## src/rtl/cpu_button_driver_if.sv

```systemverilog
// Button-side bundle between the game logic and the autonomous opponent.
// The game side owns enable and the position feeds; the bot owns the buttons and debug state.
interface cpu_button_driver_if;
    logic       enable;
    logic [9:0] target_pos;
    logic [9:0] player_pos;
    logic       hl_button;
    logic       hr_button;
    logic [2:0] bot_state;

    modport master (
        output enable,
        output target_pos,
        output player_pos,
        input  hl_button,
        input  hr_button,
        input  bot_state
    );

    modport slave (
        input  enable,
        input  target_pos,
        input  player_pos,
        output hl_button,
        output hr_button,
        output bot_state
    );
endinterface

```

## src/rtl/cpu_button_driver.sv

```systemverilog
// Autonomous opponent: waits, decides a direction toward a clamped target, holds one
// active-low button until arrival, edge or timeout, then cools down with both released.
module cpu_button_driver #(
    parameter int PLAYER_RADIUS   = 25,
    parameter int DEADBAND        = 4,
    parameter int REACTION_CYCLES = 200000,
    parameter int MAX_PUSH_CYCLES = 5000000,
    parameter int COOLDOWN_CYCLES = 100000
) (
    input  logic                 clk,
    input  logic                 rst,
    cpu_button_driver_if.slave   bus
);

    localparam logic [2:0] ST_WAIT     = 3'd0;
    localparam logic [2:0] ST_PUSH_L   = 3'd1;
    localparam logic [2:0] ST_PUSH_R   = 3'd2;
    localparam logic [2:0] ST_COOLDOWN = 3'd3;

    localparam int MAX_A       = (REACTION_CYCLES > MAX_PUSH_CYCLES) ? REACTION_CYCLES : MAX_PUSH_CYCLES;
    localparam int TIMER_TOP_I = (MAX_A > COOLDOWN_CYCLES) ? MAX_A : COOLDOWN_CYCLES;
    localparam int TIMER_W     = $clog2(TIMER_TOP_I + 1);

    localparam logic [TIMER_W-1:0] TIMER_TOP   = TIMER_W'(TIMER_TOP_I);
    localparam logic [TIMER_W-1:0] TIMER_ONE   = TIMER_W'(1);
    localparam logic [TIMER_W-1:0] TIMER_ZERO  = TIMER_W'(0);
    localparam logic [TIMER_W-1:0] REACT_LAST  = TIMER_W'(REACTION_CYCLES - 1);
    localparam logic [TIMER_W-1:0] PUSH_LAST   = TIMER_W'(MAX_PUSH_CYCLES - 1);
    localparam logic [TIMER_W-1:0] COOL_LAST   = TIMER_W'(COOLDOWN_CYCLES - 1);

    // All position arithmetic is 11 bits wide so right-edge sums never overflow.
    localparam logic [10:0]        LEFT_EDGE   = 11'(144 + PLAYER_RADIUS);
    localparam logic [10:0]        RIGHT_EDGE  = 11'(660 - PLAYER_RADIUS);
    localparam logic [10:0]        DB_U        = 11'(DEADBAND);
    localparam logic signed [10:0] DB_POS      = 11'(DEADBAND);
    localparam logic signed [10:0] DB_NEG      = 11'(0 - DEADBAND);

    logic [2:0]          state_r;
    logic [2:0]          next_state_s;
    logic [TIMER_W-1:0]  timer_r;
    logic [10:0]         tgt_r;
    logic                hl_r;
    logic                hr_r;
    logic                hl_next_s;
    logic                hr_next_s;
    logic                timer_clr_s;
    logic                tgt_load_s;
    logic [10:0]         clamp_s;
    logic [10:0]         player_ext_s;
    logic signed [10:0]  diff_s;

    function automatic logic [10:0] clamp_pos(input logic [9:0] pos);
        logic [10:0] p;
        p = {1'b0, pos};
        if (p < LEFT_EDGE) begin
            clamp_pos = LEFT_EDGE;
        end else if (p > RIGHT_EDGE) begin
            clamp_pos = RIGHT_EDGE;
        end else begin
            clamp_pos = p;
        end
    endfunction

    assign player_ext_s  = {1'b0, bus.player_pos};
    assign bus.hl_button = hl_r;
    assign bus.hr_button = hr_r;
    assign bus.bot_state = state_r;

    // State, timer, latched target and button registers.
    always_ff @(posedge clk) begin
        if (rst) begin
            state_r <= ST_WAIT;
            timer_r <= TIMER_ZERO;
            tgt_r   <= LEFT_EDGE;
            hl_r    <= 1'b1;
            hr_r    <= 1'b1;
        end else begin
            state_r <= next_state_s;
            hl_r    <= hl_next_s;
            hr_r    <= hr_next_s;
            if (timer_clr_s || (next_state_s != state_r)) begin
                timer_r <= TIMER_ZERO;
            end else if (timer_r != TIMER_TOP) begin
                timer_r <= timer_r + TIMER_ONE;
            end else begin
                timer_r <= timer_r;
            end
            if (tgt_load_s) begin
                tgt_r <= clamp_s;
            end else begin
                tgt_r <= tgt_r;
            end
        end
    end

    // Next-state decision, push stop conditions and parking on disable.
    always_comb begin
        next_state_s = state_r;
        timer_clr_s  = 1'b0;
        tgt_load_s   = 1'b0;
        clamp_s      = clamp_pos(bus.target_pos);
        diff_s       = clamp_s - player_ext_s;
        if (!bus.enable) begin
            next_state_s = ST_WAIT;
            timer_clr_s  = 1'b1;
        end else begin
            case (state_r)
                ST_WAIT: begin
                    if (timer_r == REACT_LAST) begin
                        tgt_load_s = 1'b1;
                        if (diff_s > DB_POS) begin
                            next_state_s = ST_PUSH_R;
                        end else if (diff_s < DB_NEG) begin
                            next_state_s = ST_PUSH_L;
                        end else begin
                            next_state_s = ST_WAIT;
                            timer_clr_s  = 1'b1;
                        end
                    end else begin
                        next_state_s = ST_WAIT;
                    end
                end
                ST_PUSH_R: begin
                    if ((player_ext_s + DB_U >= tgt_r) || (player_ext_s >= RIGHT_EDGE) ||
                        (timer_r == PUSH_LAST)) begin
                        next_state_s = ST_COOLDOWN;
                    end else begin
                        next_state_s = ST_PUSH_R;
                    end
                end
                ST_PUSH_L: begin
                    if ((player_ext_s <= tgt_r + DB_U) || (player_ext_s <= LEFT_EDGE) ||
                        (timer_r == PUSH_LAST)) begin
                        next_state_s = ST_COOLDOWN;
                    end else begin
                        next_state_s = ST_PUSH_L;
                    end
                end
                ST_COOLDOWN: begin
                    if (timer_r == COOL_LAST) begin
                        next_state_s = ST_WAIT;
                    end else begin
                        next_state_s = ST_COOLDOWN;
                    end
                end
                default: begin
                    next_state_s = ST_WAIT;
                end
            endcase
        end
    end

    // Button levels decoded from the upcoming state so they register together with it.
    always_comb begin
        hl_next_s = 1'b1;
        hr_next_s = 1'b1;
        case (next_state_s)
            ST_PUSH_L: hl_next_s = 1'b0;
            ST_PUSH_R: hr_next_s = 1'b0;
            default: begin
                hl_next_s = 1'b1;
                hr_next_s = 1'b1;
            end
        endcase
    end

endmodule

```

## src/flat_wrapper.sv

```systemverilog
// flat-port wrapper written by rule: the top's interface ports become plain ports
module cpu_button_driver_flat 
#(
    parameter int PLAYER_RADIUS   = 25,
    parameter int DEADBAND        = 4,
    parameter int REACTION_CYCLES = 200000,
    parameter int MAX_PUSH_CYCLES = 5000000,
    parameter int COOLDOWN_CYCLES = 100000
)
  (clk, rst, bus_enable, bus_target_pos, bus_player_pos, bus_hl_button, bus_hr_button, bus_bot_state);
  cpu_button_driver_if bus_i ();
  input  logic clk;
  input  logic rst;
  input wire logic [$bits(bus_i.enable)-1:0] bus_enable;
  input wire logic [$bits(bus_i.target_pos)-1:0] bus_target_pos;
  input wire logic [$bits(bus_i.player_pos)-1:0] bus_player_pos;
  output wire logic [$bits(bus_i.hl_button)-1:0] bus_hl_button;
  output wire logic [$bits(bus_i.hr_button)-1:0] bus_hr_button;
  output wire logic [$bits(bus_i.bot_state)-1:0] bus_bot_state;
  assign bus_i.enable = bus_enable;
  assign bus_i.target_pos = bus_target_pos;
  assign bus_i.player_pos = bus_player_pos;
  assign bus_hl_button = bus_i.hl_button;
  assign bus_hr_button = bus_i.hr_button;
  assign bus_bot_state = bus_i.bot_state;
  cpu_button_driver #(.PLAYER_RADIUS(PLAYER_RADIUS), .DEADBAND(DEADBAND), .REACTION_CYCLES(REACTION_CYCLES), .MAX_PUSH_CYCLES(MAX_PUSH_CYCLES), .COOLDOWN_CYCLES(COOLDOWN_CYCLES)) u_core (.clk(clk), .rst(rst), .bus(bus_i));
endmodule
```

## config.mk

```make
export PLATFORM = sky130hd
export DESIGN_NAME = cpu_button_driver_flat
export DESIGN_NICKNAME = d
export VERILOG_FILES = /design/src/rtl/cpu_button_driver_if.sv /design/src/rtl/cpu_button_driver.sv /design/src/flat_wrapper.sv
export SDC_FILE = /design/constraint.sdc
export NUM_CORES = 1
export LEC_CHECK = 0
export ABC_AREA = 1
export BUFFER_PORTS_ARGS = -buffer_cell sky130_fd_sc_hd__buf_2
export CAP_MARGIN = 20
export CORE_MARGIN = 2
export CORE_UTILIZATION = 35
export DETAILED_ROUTE_END_ITERATION = 12
export PLACE_DENSITY = 0.59
export SKIP_CTS_REPAIR_TIMING = 1
export SLEW_MARGIN = 20
export SYNTH_ARGS = -nofsm -noshare
export SYNTH_HDL_FRONTEND = slang
export SYNTH_SLANG_ARGS = --single-unit
export TNS_END_PERCENT = 30
```

## constraint.sdc

```tcl
create_clock -name clk -period 3.3 [get_ports clk]
set_input_delay 0.33 -clock clk [delete_from_list [all_inputs] [get_ports clk]]
set_output_delay 0.33 -clock clk [all_outputs]
set_load 0.02 [all_outputs]
```

==> out/results.ini, run 1 <==
[outcome]
outcome = finished clean

[routing]
drc_errors = 0
drt_wl_total_mm = 8.84
post_drt_wl_per_cell_microns = 12.2
viasPerCell = 4.80
antenna_left = 0
drtPass1Iterations = 5
drtIter0Drc = 205
via_count = 3487

[synthesis]
synth.avg_cell_area_sq_um = 6.74
netlist.area_leader.share_pct = 19.6
yosys_most_used_dff = dfxtp_1
synthTopCellsByArea = dfxtp_1 20%, nand2_1 11%, ha_1 11%
synthesis.nets = 619
mappedNetlistArea_sq_um = 3790
synth-edff-count = 0
async_flop_share_pct = 0
yosysMostFrequentCell = nand2_1
yosys.area.top_type = dfxtp_1
netlist_top_cells_count = 114 x nand2_1, 96 x inv_1, 57 x nor2_1
yosys_warnings = 0
syn-instance-count = 562
yosysSeqAreaShare_pct = 19.6
synth_seq_cells = 37
synth_cell_type_count = 39

[critical_path]
cp_data_arrival_time_ps = 3180
crit_top_cell = nand2_1
crit_path_top_delay_cell = ha_2
path_class = in2reg
crit_required_ps = 3510
ff2ff_setup_slack_ps = 490
worstSetupEndpointType = register
r2r-end = u_core.timer_r[7]
path_max_fanout = 12
timing.rr.start = u_core.tgt_r[3]
critPathBufInv = 5
rr_worst_depth = 21
cpPeakStageDelay_ps = 420
cp-start-kind = primary input
critPathTopFamily = simple AND/OR/NAND/NOR gates

[clocking]
clock_latency_ps = 280
root_buffer = clkbuf_8
cts.sinks = 37
cts_tree = built
clockBufferDepth = 2
ctsHtreeMaxLevel = 2
cts_buffers = 5
clk_pin_slew_ps = 80

[timing]
hold_viol = 0
maxSlewHeadroom_pct = 63.2
worst_slew_pin_slew_ps = 552
setup_slack_ps = 332
setup_viol = 0
fin_crit_ps = 2970
fin_crit_sh_pct = 89.9
clock.fmax_ghz = 0.337
drv_slew = 0
fin_skew_ps = 14.2
rsz0062_at_grt = false

[power_and_ir_drop]
power.density_nw_per_um2 = 269
vdd_drop_max_mv = 0.178
leakage_nw = 1.97
power_mw = 1.13

[floorplanning]
rows = 37
ioPinCount = 28
die_area_sq_um = 11700
core_area_sq_um = 10400
die_h_microns = 108
start_util_pct = 36.3
die_w_microns = 108

[final_layout]
synthToLayoutAreaGrowth_pct = 10.7
nNetsFinal = 648
diodes = 0
final_cells = 727
nFillCells = 1100
drive_above_1_share_pct = 17.4

[min_path]
hp-class = in2reg
hold_end = u_core.tgt_r[5]
holdCritStartpoint = bus_target_pos[5]
whs_path_depth = 3

[grt]
grt_usage_pct = 16.3
first_global_vias = 3401
grt_overflow = 0
grt_max_degree = 21
antenna_found_initial = 0
grt_pass1_wl_mm = 15.5

[placed_design]
hpwl_mm = 7.43
portBuffers = 26
pre_cts_slack_ps = -8.51
gp_congestion = 0.897
placedCellCount = 720

[flow_run]
cap_violations = 0

## how the worst max path moves through the flow
| stage | start | endpoint | slack [ps] | cells after the start |
|---|---|---|---|---|
| finish | bus_target_pos[2] | u_core.timer_r[7] | 330 | 27 |
| global route | bus_target_pos[2] | u_core.timer_r[7] | 30 | 27 |
| CTS | bus_target_pos[2] | u_core.timer_r[7] | 280 | 25 |
| detailed placement | bus_target_pos[2] | u_core.timer_r[8] | -9 | 25 |
| global placement | bus_target_pos[2] | u_core.timer_r[8] | 60 | 25 |
| floorplan | bus_target_pos[2] | u_core.timer_r[9] | 370 | 22 |
## per-layer routing
| layer | GRT usage [%] | wire [microns] |
|---|---|---|
| met1 | 22.5 | 4420 |
| met2 | 27.2 | 4100 |
| met3 | 1.93 | 213 |
| met4 | 4.12 | 105 |
| met5 | 0 | 0 |
## cell type report
type	instances	area [sq um]	area share, %
Clock buffer	5	68.8	1.64
Inverter	103	387	9.22
Tap cell	136	170	4.06
Timing Repair Buffer	31	193	4.60
Sequential cell	37	741	17.7
Clock inverter	2	35.0	0.836
Multi-Input combinational cell	413	2600	62.0
## power breakdown
group	internal (mW)	switching, mW	leakage [nW]
clock network	0.220	0.163	0.0540
registers	0.447	0.00113	0.298
logic	0.110	0.188	1.62
total	0.777	0.352	1.97
## tightest hold or removal path, stage by stage
cell,delay (ps)
buf_2,100
nor3_1,60
o21ai_0,120
## registers in the layout, indices dropped and copies added, names as in the netlist
register,flops
u_core.bus.hl_button,1
u_core.timer_r,23
u_core.bus.bot_state,2
u_core.bus.hr_button,1
u_core.tgt_r,10
## placed cells by master (no fill, tap or decap), types with 2 or more instances in the layout
| master | count |
|---|---|
| a211oi_1 | 7 |
| inv_1 | 96 |
| nand3_1 | 35 |
| buf_4 | 3 |
| buf_12 | 2 |
| nand2_2 | 10 |
| nor4_1 | 5 |
| nand2_4 | 3 |
| nor2_4 | 24 |
| xor2_1 | 28 |
| buf_2 | 26 |
| xnor2_1 | 3 |
| o21ai_1 | 3 |
| nor4_2 | 2 |
| nand2_1 | 114 |
| nor2_2 | 6 |
| a21oi_1 | 15 |
| dfxtp_1 | 37 |
| nor2_1 | 57 |
| ha_2 | 2 |
| nand3_2 | 3 |
| clkbuf_8 | 5 |
| o21ai_0 | 13 |
| inv_2 | 7 |
| ha_1 | 31 |
| nand3b_1 | 5 |
| nor3_1 | 16 |
| nand4_1 | 17 |
## metrics by stage
stage	setup TNS (ps)	cell area, sq um	utilization, %	hold slack, ps
4_1_cts	0	4180	40.1	350
3_5_place_dp	-14.8	4070	39.1	474
6_report	0	4190	40.2	359
3_3_place_gp	0	4070	39.1	469
2_1_floorplan	0	3790	-	414
5_1_grt	0	4190	40.2	364
## cell families after synthesis
family	count (synthesis)	share of synthesized area, %
AOI/OAI and AO/OA	43	6.41
xor gates and xnor gates	31	7.17
adders and majority gates	34	11.4
buffers and inverters	112	12.3
DFF	37	19.6
muxes	1	0.264
other	1	0.0990
and+or+nand+nor	303	42.8
Power figures use the tool's default switching activity.
==> run 2, diff against run 1 <==
--- a/config.mk
+++ b/config.mk
@@ -11,7 +11,7 @@
 export CORE_MARGIN = 2
 export CORE_UTILIZATION = 35
 export DETAILED_ROUTE_END_ITERATION = 12
-export PLACE_DENSITY = 0.59
+export PLACE_DENSITY = 0.62
 export SKIP_CTS_REPAIR_TIMING = 1
 export SLEW_MARGIN = 20
 export SYNTH_ARGS = -nofsm -noshare
==> constraint.sdc (replaced) <==
create_clock -name clk -period 3.3 [get_ports clk]
set_input_delay 0.33 -clock clk [delete_from_list [all_inputs] [get_ports clk]]
set_output_delay 0.33 -clock clk [all_outputs]
set_load 0.05 [all_outputs]
==> run 2 against run 1 <==
First-iteration DRC count grew 14%. Sequential share of layout area shrank 0.20 points. Worst setup slack lost 69 ps. Via count grew 1.5%. Final cell count grew 0.96%. Combinational power grew 3%. Clock skew shrank 3.8 ps. Highest routed layer unchanged. Non-clock buffer count grew 6. Fmax shrank 2.3%. Core utilization grew 0.46 points.
==> out/results.ini, run 2 (same netlist as run 1, synthesis figures left out) <==
[flow_run]
cap_violations = 0

[power_and_ir_drop]
power_frac_seq_pct = 40.5
pwr-share-clk_pct = 31.8
internal_power_mw = 0.734
power.density_nw_per_um2 = 261
leakage_nw = 2.01
comb_power_share_pct = 27.8
swShare_pct = 33.8
p_switching_mw = 0.375
vdd_drop_max_mv = 0.184

[final_layout]
diodes = 0
final_cells = 734
final_common_cell = nand2_1
multi_input_area_sq_um = 2610
drive_above_1_share_pct = 18.6
nFillCells = 1075
synthToLayoutAreaGrowth_pct = 12.0
largest_register = u_core.timer_r
nNetsFinal = 654
largest_reg_flops = 23
layout.cells.most_common_list = 114 x nand2_1, 96 x inv_1, 56 x nor2_1, 37 x dfxtp_1, 35 x nand3_1
seqCellArea_sq_um = 741

[routing]
drtPass1Iterations = 4
antenna_left = 0
drt_wl_total_mm = 8.75
drc_errors = 0
viasPerCell = 4.82
via_count = 3538
post_drt_wl_per_cell_microns = 11.9
drtIter0Drc = 234

[clocking]
clk_pin_slew_ps = 80
root_buffer = clkbuf_8
cts_tree = built
cts.sinks = 37
clock_latency_ps = 300
clockBufferDepth = 2
ctsHtreeMaxLevel = 2
cts_buffers = 5

[floorplanning]
rows = 37
die_area_sq_um = 11700
ioPinCount = 28
die_h_microns = 108
start_util_pct = 36.3
core_area_sq_um = 10400
die_w_microns = 108

[min_path]
whs_path_depth = 3
hold_end = u_core.tgt_r[5]
holdCritStartpoint = bus_target_pos[5]
hp-class = in2reg

[placed_design]
pre_cts_slack_ps = -37.7
gp_congestion = 0.956
portBuffers = 26
hpwl_mm = 7.15
placedCellCount = 722

[grt]
grt_usage_pct = 16.1
first_global_vias = 3419
grt_max_degree = 21
antenna_found_initial = 0
grt_pass1_wl_mm = 15.4
grt_overflow = 0

[timing]
fin_crit_sh_pct = 92.0
drv_slew = 0
worst_slew_pin_slew_ps = 568
clock.fmax_ghz = 0.329
fin_crit_ps = 3040
maxSlewHeadroom_pct = 62.1
fin_skew_ps = 10.4
totalNegativeSetupSlack_ps = 0
whs_ps = 336
setup_slack_ps = 263
setup_viol = 0
hold_viol = 0

[critical_path]
worstPathCellList = buf_2 > o31ai_2 > a21oi_1 > o21ai_0 > nand2_1 > inv_1 > buf_4 > nor2_1 > ha_1 > or2_4 > nand3_1 > nand3_1 > nor2_2 > nand2_1 > nor2_1 > nand3_1 > nand3_2 > nand2_2 > nand2_1 > nand2_2 > nor2_4 > nand2_8 > buf_12 > nor2_4
path_class = in2reg
cpPeakStageDelay_ps = 340
crit_path_top_delay_cell = ha_1
worstSetupEndpointType = register
timing.rr.start = u_core.tgt_r[2]
cp_data_arrival_time_ps = 3280
r2r-end = u_core.timer_r[13]
rr_worst_depth = 22
cp-start-kind = primary input
ff2ff_setup_slack_ps = 410
crit_required_ps = 3540
path_max_fanout = 8

[outcome]
outcome = finished clean

run 2: cell count changes in the layout (fill, tap and decap cells not counted), sizes merged:
cell | previous run | this run
buf | 31 | 37
bufinv | 1 | 0
clkinv | 1 | 2
clkbuf | 5 | 6
run 2: worst max-delay path: cells and delay by family:
kind,cells,cell delay (ps)
buf+inv,4,530
compound gates,3,490
simple gates,16,1590
fa+ha+maj,1,340
run 2: how the worst max path moves through the flow:
stage,startpoint,slack [ps],end,cells after the start
after floorplan,bus_target_pos[2],370,u_core.timer_r[9],22
after global placement,bus_target_pos[2],40,u_core.timer_r[4],23
after detailed placement,bus_target_pos[2],-40,u_core.timer_r[3],23
after CTS,bus_target_pos[2],270,u_core.timer_r[3],23
after global routing,bus_target_pos[2],-20,u_core.timer_r[5],26
final,bus_target_pos[2],260,u_core.timer_r[13],24
run 2: final cells by class:
type                       instances  share of cell area [%]
timing repair buffer              37                    5.61
tap                              136                    4.01
multi-input combinational        413                    61.5
clock inverter                     2                   0.325
clock buffer                       6                    1.95
inverter                         103                    9.12
sequential                        37                    17.5
run 2: per-layer routing:
layer  track usage [%]  wire length (microns)  vias to the layer above
li1                  -                      -                     1850
met5                 0                      0                        -
met2              27.4                   4020                       70
met3              2.35                    345                       10
met4              4.49                    146                        0
met1              21.2                   4240                     1608
run 2: power groups by stage:
stage | Clock (mW) | Combinational [mW] | Sequential (mW)
floorplan | 0 | 0.221 | 0.459
global placement | 0 | 0.289 | 0.459
detailed placement | 0 | 0.294 | 0.459
CTS | 0.363 | 0.296 | 0.448
global route | 0.382 | 0.351 | 0.449
finish | 0.352 | 0.308 | 0.448
run 2: per-stage QoR:
step                instance area (sq um)  utilization [%]  total power, mW
floorplan                            3790                -            0.680
global placement                     4090             39.2            0.748
detailed placement                   4090             39.2            0.753
CTS                                  4180             40.2             1.11
global route                         4240             40.7             1.18
finish                               4240             40.7             1.11
